File: src/rtl/cpu_opponent.sv
// rtl/cpu_opponent.sv - computer-controlled fighter producing one-hot actions per game step
//
// Purpose: replaces a human input for one player slot. Once per enabled tick
// it picks an action with a priority FSM, an attack-streak counter and a
// 4-bit LFSR that occasionally makes the fighter hesitate.
//
// Ports:
//   clk, rst_n         clock, synchronous active-low reset
//   enable             CPU control active; low forces IDLE / NONE
//   tick               one-cycle game-step strobe
//   self_location      own location 0..2 (0 = closest to centre)
//   opp_location       opponent location 0..2
//   self_health        own health 0..3
//   opp_health         opponent health 0..3
//   opp_action         opponent's previous one-hot action
//   action             registered one-hot action code
//   action_valid       one-cycle pulse when action updates
//   state              FSM state (debug / HUD)

module cpu_opponent #(
  parameter bit         SIDE       = 1'b0,
  parameter logic [3:0] SEED       = 4'h1,
  parameter int         MAX_STREAK = 3
) (
  input  logic       clk,
  input  logic       rst_n,
  input  logic       enable,
  input  logic       tick,
  input  logic [1:0] self_location,
  input  logic [1:0] opp_location,
  input  logic [1:0] self_health,
  input  logic [1:0] opp_health,
  input  logic [5:0] opp_action,
  output logic [5:0] action,
  output logic       action_valid,
  output logic [2:0] state
);

  typedef enum logic [2:0] {
    S_IDLE     = 3'd0,
    S_APPROACH = 3'd1,
    S_ATTACK   = 3'd2,
    S_DEFEND   = 3'd3,
    S_RECOVER  = 3'd4,
    S_RETREAT  = 3'd5,
    S_HALT     = 3'd6
  } state_t;

  localparam logic [5:0] A_GO_RIGHT = 6'b100000;
  localparam logic [5:0] A_GO_LEFT  = 6'b010000;
  localparam logic [5:0] A_WAIT     = 6'b001000;
  localparam logic [5:0] A_JUMP     = 6'b000100;
  localparam logic [5:0] A_KICK     = 6'b000010;
  localparam logic [5:0] A_PUNCH    = 6'b000001;
  localparam logic [5:0] A_NONE     = 6'b000000;

  localparam logic [5:0] A_ADVANCE = SIDE ? A_GO_LEFT  : A_GO_RIGHT;
  localparam logic [5:0] A_RETREAT = SIDE ? A_GO_RIGHT : A_GO_LEFT;

  // An all-zero LFSR would lock up, so a zero seed is replaced.
  localparam logic [3:0] LFSR_INIT  = (SEED == 4'h0) ? 4'h1 : SEED;
  localparam logic [2:0] STREAK_MAX = MAX_STREAK[2:0];

  state_t     st;
  logic [5:0] action_r;
  logic       valid_r;
  logic [2:0] streak;
  logic [3:0] lfsr;

  logic [2:0] distance;
  logic       opp_attacking;
  logic [2:0] streak_inc;

  assign distance      = {1'b0, self_location} + {1'b0, opp_location};
  // Non-one-hot codes never match these two, so they count as non-attacks.
  assign opp_attacking = (opp_action == A_KICK) || (opp_action == A_PUNCH);
  assign streak_inc    = streak + 3'd1;

  assign action       = action_r;
  assign action_valid = valid_r;
  assign state        = st;

  always_ff @(posedge clk) begin
    if (!rst_n) begin
      st       <= S_IDLE;
      action_r <= A_NONE;
      valid_r  <= 1'b0;
      streak   <= 3'd0;
      lfsr     <= LFSR_INIT;
    end else if (!enable) begin
      // LFSR is deliberately left untouched while disabled.
      st       <= S_IDLE;
      action_r <= A_NONE;
      valid_r  <= 1'b0;
      streak   <= 3'd0;
    end else if (st == S_HALT) begin
      // Absorbing: only reset or enable low leave HALT.
      valid_r <= 1'b0;
    end else if (tick) begin
      valid_r <= 1'b1;
      lfsr    <= {lfsr[2:0], lfsr[3] ^ lfsr[2]};
      streak  <= 3'd0;
      if (self_health == 2'd0 || opp_health == 2'd0) begin
        st       <= S_HALT;
        action_r <= A_NONE;
      end else if (opp_attacking && distance <= 3'd1) begin
        st       <= S_DEFEND;
        action_r <= A_JUMP;
      end else if (self_health == 2'd1 && distance >= 3'd2) begin
        st       <= S_RECOVER;
        action_r <= A_WAIT;
      end else if (distance <= 3'd1) begin
        if (streak_inc == STREAK_MAX) begin
          st       <= S_RETREAT;
          // Already at the back wall: cannot retreat further.
          action_r <= (self_location == 2'd2) ? A_WAIT : A_RETREAT;
        end else begin
          st       <= S_ATTACK;
          action_r <= (distance == 3'd0) ? A_PUNCH : A_KICK;
          streak   <= streak_inc;
        end
      end else if (lfsr == 4'hF) begin
        // Hesitation uses the LFSR value before this tick's advance.
        st       <= S_IDLE;
        action_r <= A_WAIT;
      end else begin
        st       <= S_APPROACH;
        action_r <= A_ADVANCE;
      end
    end else begin
      valid_r <= 1'b0;
    end
  end

endmodule

File: config.mk
export PLATFORM = sky130hd
export DESIGN_NAME = cpu_opponent
export DESIGN_NICKNAME = d
export VERILOG_FILES = /design/src/rtl/cpu_opponent.sv
export SDC_FILE = /design/constraint.sdc
export NUM_CORES = 1
export LEC_CHECK = 0
export CORE_MARGIN = 2
export CORE_UTILIZATION = 40
export DETAILED_ROUTE_END_ITERATION = 8
export MAX_ROUTING_LAYER = met4
export PLACE_DENSITY = 0.73
export SLEW_MARGIN = 10
export SYNTH_ARGS = -nofsm -noshare
export SYNTH_HDL_FRONTEND = slang
export SYNTH_SLANG_ARGS = --single-unit
File: constraint.sdc
create_clock -name clk -period 4.4 [get_ports clk]
set_input_delay 0.88 -clock clk [delete_from_list [all_inputs] [get_ports clk]]
set_output_delay 0.88 -clock clk [all_outputs]
set_load 0.02 [all_outputs]
## Word-level counts from Yosys, hierarchy flattened

Cells that the tools add are included.

| operators by class | value |
|---|---|
| muxes and demuxes | 20 |
| $lt $le $gt $ge | 2 |
| add/subtract/negate cells | 2 |
| eq/ne operators | 7 |
| reductions and logical operators | 11 |
| bitwise gates (word level) | 4 |

Operators with widths:

| kind | number |
|---|---|
| 2-to-1 mux 3 bit | 10 |
| 2-to-1 mux 6 bit | 5 |
| 2-to-1 mux 5 bit | 2 |
| equality test 6 x 1 -> 1 bit, second input constant | 1 |
| equality test 6 x 2 -> 1 bit, second input constant | 1 |
| equality test 4 bit, second input constant | 1 |
| logical NOT 2 bit | 2 |
| AND reduction 2 bit | 2 |
| adder 2 x 2 -> 3 bit | 1 |
| adder 3 x 1 -> 3 bit, second input constant | 1 |
| equality test 3 x 2 -> 1 bit, second input constant | 1 |
| equality test 3 bit, second input constant | 1 |
| greater-or-equal comparator 3 x 2 -> 1 bit, second input constant | 1 |
| less-or-equal comparator 3 x 1 -> 1 bit, second input constant | 1 |
| logical NOT 3 bit | 1 |
| inverter 1 bit | 3 |
| AND reduction 3 bit | 1 |
| OR reduction 3 bit | 1 |
| equality test 2 x 1 -> 1 bit, second input constant | 1 |
| equality test 2 bit, second input constant | 1 |
| logical AND 1 bit | 2 |
| logical OR 1 bit | 2 |
| 2-to-1 mux 1 bit | 2 |
| 2-to-1 mux 2 bit | 1 |
| bitwise XOR 1 bit | 1 |

| storage, ports and cells | value |
|---|---|
| output and inout bits | 10 |
| register bits after elaboration | 17 |
| word-level logic and storage cells | 51 |
| input port bits | 18 |

## Depth between registers and ports, before layout

| depth | value |
|---|---|
| word-level depth | 8 |
| depth in mapped cells | 7 |
| gate-level depth less buffers | 7 |

## Least setup slack after synthesis

Ideal clock, no wire load.

| timing | value |
|---|---|
| kind | input port to flip-flop |
| start point | input self_location[0] |
| end point | register streak[2] |
| required time | 4.329 ns |
| library setup time | 0.071 ns |
| cell stages on the path | 7 |
| arrival | 2.204 ns |
| setup slack | 2.125 ns |
| buffers on the path | 0 |
| cell sequence | ha_1 > inv_1 > fa_1 > nand2_1 > a2111oi_0 > o21ai_0 > a21oi_1 |

| between the ends | value |
|---|---|
| longest elaborated chain between the ends | 6 |
| elaborated cells between the ends (all ways) | 9 |
| classes of those cells | add/sub (1); order compare (2); mux (4); reduce/logical (2) |

Ends and longest elaborated chain:

| what | line | source |
|---|---|---|
| from (decl) | 29 | `input logic [1:0] self_location,` |
| adder 2 x 2 -> 3 bit * | 74 | `assign distance = {1'b0, self_location} + {1'b0, opp_location};` |
| less-or-equal comparator 3 x 1 -> 1 bit / greater-or-equal comparator 3 x 2 -> 1 bit (equally long branches) | 106, 112, 109 |  |
| 2-to-1 mux 3 bit / logical AND 1 bit (equally long branches) | 112, 109 |  |
| 2-to-1 mux 3 bit | 109 | `end else if (self_health == 2'd1 && distance >= 3'd2) begin` |
| 2-to-1 mux 3 bit * | 106 | `end else if (opp_attacking && distance <= 3'd1) begin` |
| 2-to-1 mux 3 bit * | 103 | `if (self_health == 2'd0 \|\| opp_health == 2'd0) begin` |
| to (signal assigned) | 120 | `streak <= streak_inc;` |
| to (decl) | 67 | `logic [2:0] streak;` |

Every way passes the cells marked *; elsewhere a longest branch is shown, timed or not.
A chain may end at the register's enable or synchronous reset.

## Worst setup path in the final report

Ends and elaborated chain as after synthesis.

==> metrics <==
status=completed; post-cts sizing count=0; DRC viols=0; Initial Utilization=41.1%; peak supply drop=173 uV; Via density=5.20; relative slew slack=between 70% and 80%; Pwr Total=between 0.3 and 0.4 mW; CP Data Required Time=4.64 ns; Routed WL per cell=12.4 um; Area after DPL=0.00118 mm^2; Netlist cell types=37; hold depth=2; RePlAce Congestion=0.834; CTS tree=done; worst-margin pin slew=approximately 0.45 ns; CP Launch Type=input pin; area of the core=roughly 0.0021 mm^2; CTS clock-pin slew for the worst setup and hold paths=0.11 ns; Place WS=approximately 1.4 ns; Mapped Area=882 um^2; final wirelength=roughly 1.9 mm; Post-DP HPWL=around 1.6 mm; Slew Limit Fails=0; final clock skew=0.00856 ns; final hold vios=0; worst r2r src=streak[0]$_SDFFE_PN0P_; multi-input logic area=~510 um^2; CP Max Fanout=6; overall die height=51.0 um; DR vias=811; Final Cell Area=0.00121 mm^2; Critical R2R Capture=action[3]$_SDFFE_PN0P_; Seq/Total Area, Yosys=38.6%; die area=0.00260 mm^2; setup tns final=0 ns; Main synth FF type=dfxtp_1; H-tree levels=1; synthesized flop and latch total=17; Critical Path AT=between 2 and 3 ns; Post-synth EDFFs=0; Critical Path Sink Type=flip-flop; syn avg cell area=approximately 8.9 um^2; Final min period=2.64 ns; share of cells above drive strength 1=6.25%; I/O Pins=28; Nets=152; Setup violations, final=0; Area growth syn-to-layout=36.7%; Worst Hold Endpoint=action[4]$_SDFFE_PN0P_; min-delay src=action[4]$_SDFFE_PN0P_; max cap viols=0; Routed Antenna Nets=0; Crit Path Class=in2reg; yosys warns=0; worst setup margin=1.76 ns; vias in the first global route=753; Clock Sinks=17; PortBufs=27; DR pass1 iterations=4; launch point of the worst path=self_location[0]; initial antenna violation count=0; Tcrit/Tclk final=59.9%; commonest non-fill, non-tap cells in the layout=clkdlybuf4s50_1, dfxtp_1, nand2_1, nor2_1, o21ai_0; CTS Buf Count=3; reg2reg path depth=5; fill cell count=207; FP Rows=17; post-synthesis cell count=99; Tightest Hold Check Type=reg2reg; PD cells=roughly 260 mW/mm^2; Clock Path Buffers=2; Max Clk Rate=379 MHz; pin count of the biggest net entering global routing=12; Chip Width=51.0 um; register area=340 um^2; Post-CTS Setup Bufs=0; clock root buffer=clkbuf_4; Ant. Diodes=0; Clk Latency, worst-skew pair=0.30 ns; unrepaired setup endpoints after global routing=false; DRT iter0 DRCs=9; first-pass GRT wire length=3.23 mm; async set-reset flop share out of synthesis=0%; Final Non-Filler Cells=156; Overflow after GRT=0; syn nets=122; commonest non-fill, non-tap cell in the layout=clkdlybuf4s50_1; cell count after placement=152; Leak=about 0.46 nW; total global-route track usage=16.9%; # hold bufs at CTS=0; r2r setup slk=2.90 ns
==> cells by family (layout without fill, tap and decap cells) <==
kind of cell | Yosys count | in the layout | share of synthesized area (%)
AO/OA/AOI/OAI | 25 | 25 | 20.7
XOR/XNOR | 2 | 2 | 1.99
adder cells (fa/ha/maj) | 5 | 5 | 7.94
buffers and inverters | 7 | 36 | 3.12
flip-flops | 17 | 17 | 38.6
multiplexers | 2 | 2 | 2.27
AND/OR/NAND/NOR | 41 | 41 | 25.4
==> final cells by class <==
class                      count  share of cell area (%)
timing repair buffer          27                    22.4
sequential                    17                    28.2
clock buffer                   3                    1.87
inverter                       5                    1.56
multi-input combinational     75                    42.6
tap                           28                    2.90
clock inverter                 1                   0.415
==> worst max path at each step <==
stage / end / cells past startpoint
floorplan: streak[2]$_SDFFE_PN0P_ / 7
global placement: streak[2]$_SDFFE_PN0P_ / 8
CTS: streak[2]$_SDFFE_PN0P_ / 8
global route: action[0]$_SDFFE_PN0P_ / 8
finish: streak[2]$_SDFFE_PN0P_ / 8
detailed placement: streak[2]$_SDFFE_PN0P_ / 8
==> power breakdown <==
part	leakage (nW)	internal [mW]	switching, mW	total [mW]
sequential	0.138	0.158	0.00255	0.161
combinational	0.300	0.0310	0.0301	0.0611
clock	0.0177	0.0340	0.0537	0.0877
==> critical path, cell delays in order <==
cell and delay [ns]:
clkdlybuf4s50_1 0.47, ha_1 0.14, inv_1 0.05, fa_1 0.53
nand2_1 0.13, a2111oi_0 0.43, o21ai_0 0.13, a21oi_1 0.12
==> metal layers <==
metal / track usage (%) / wire, um / vias to the layer above
li1: - / - / 414
met1: 21.0 / 935 / 368
met2: 27.3 / 888 / 25
met3: 1.75 / 88 / 4
met4: 8.11 / 27 / 0
met5: - / 0 / -
==> cell usage after synthesis, types with 2 or more instances <==
library cell | instances | area share, %
nor2_1 | 7 | 3.0
nand2_1 | 13 | 5.5
dfxtp_1 | 17 | 39
nand4_1 | 3 | 2.1
and3_1 | 2 | 1.4
a2bb2oi_1 | 2 | 2.0
mux2i_1 | 2 | 2.3
nand3_1 | 5 | 2.8
ha_1 | 4 | 5.7
a21oi_1 | 4 | 2.3
nor2b_1 | 5 | 3.5
inv_1 | 5 | 2.1
o21ai_0 | 6 | 3.4
==> sequential cells by signal, indices dropped and copies added, names as in the netlist <==
signal / flops
action: 6
action_valid: 1
lfsr: 4
state: 3
streak: 3
==> stage by stage <==
stage	hold slack, ns	utilization [%]
global route	0.506	56.1
floorplan	0.447	-
global placement	0.440	54.9
CTS	0.463	56.1
detailed placement	0.446	54.9
finish	0.460	56.1
Power figures use the tool's default switching activity.
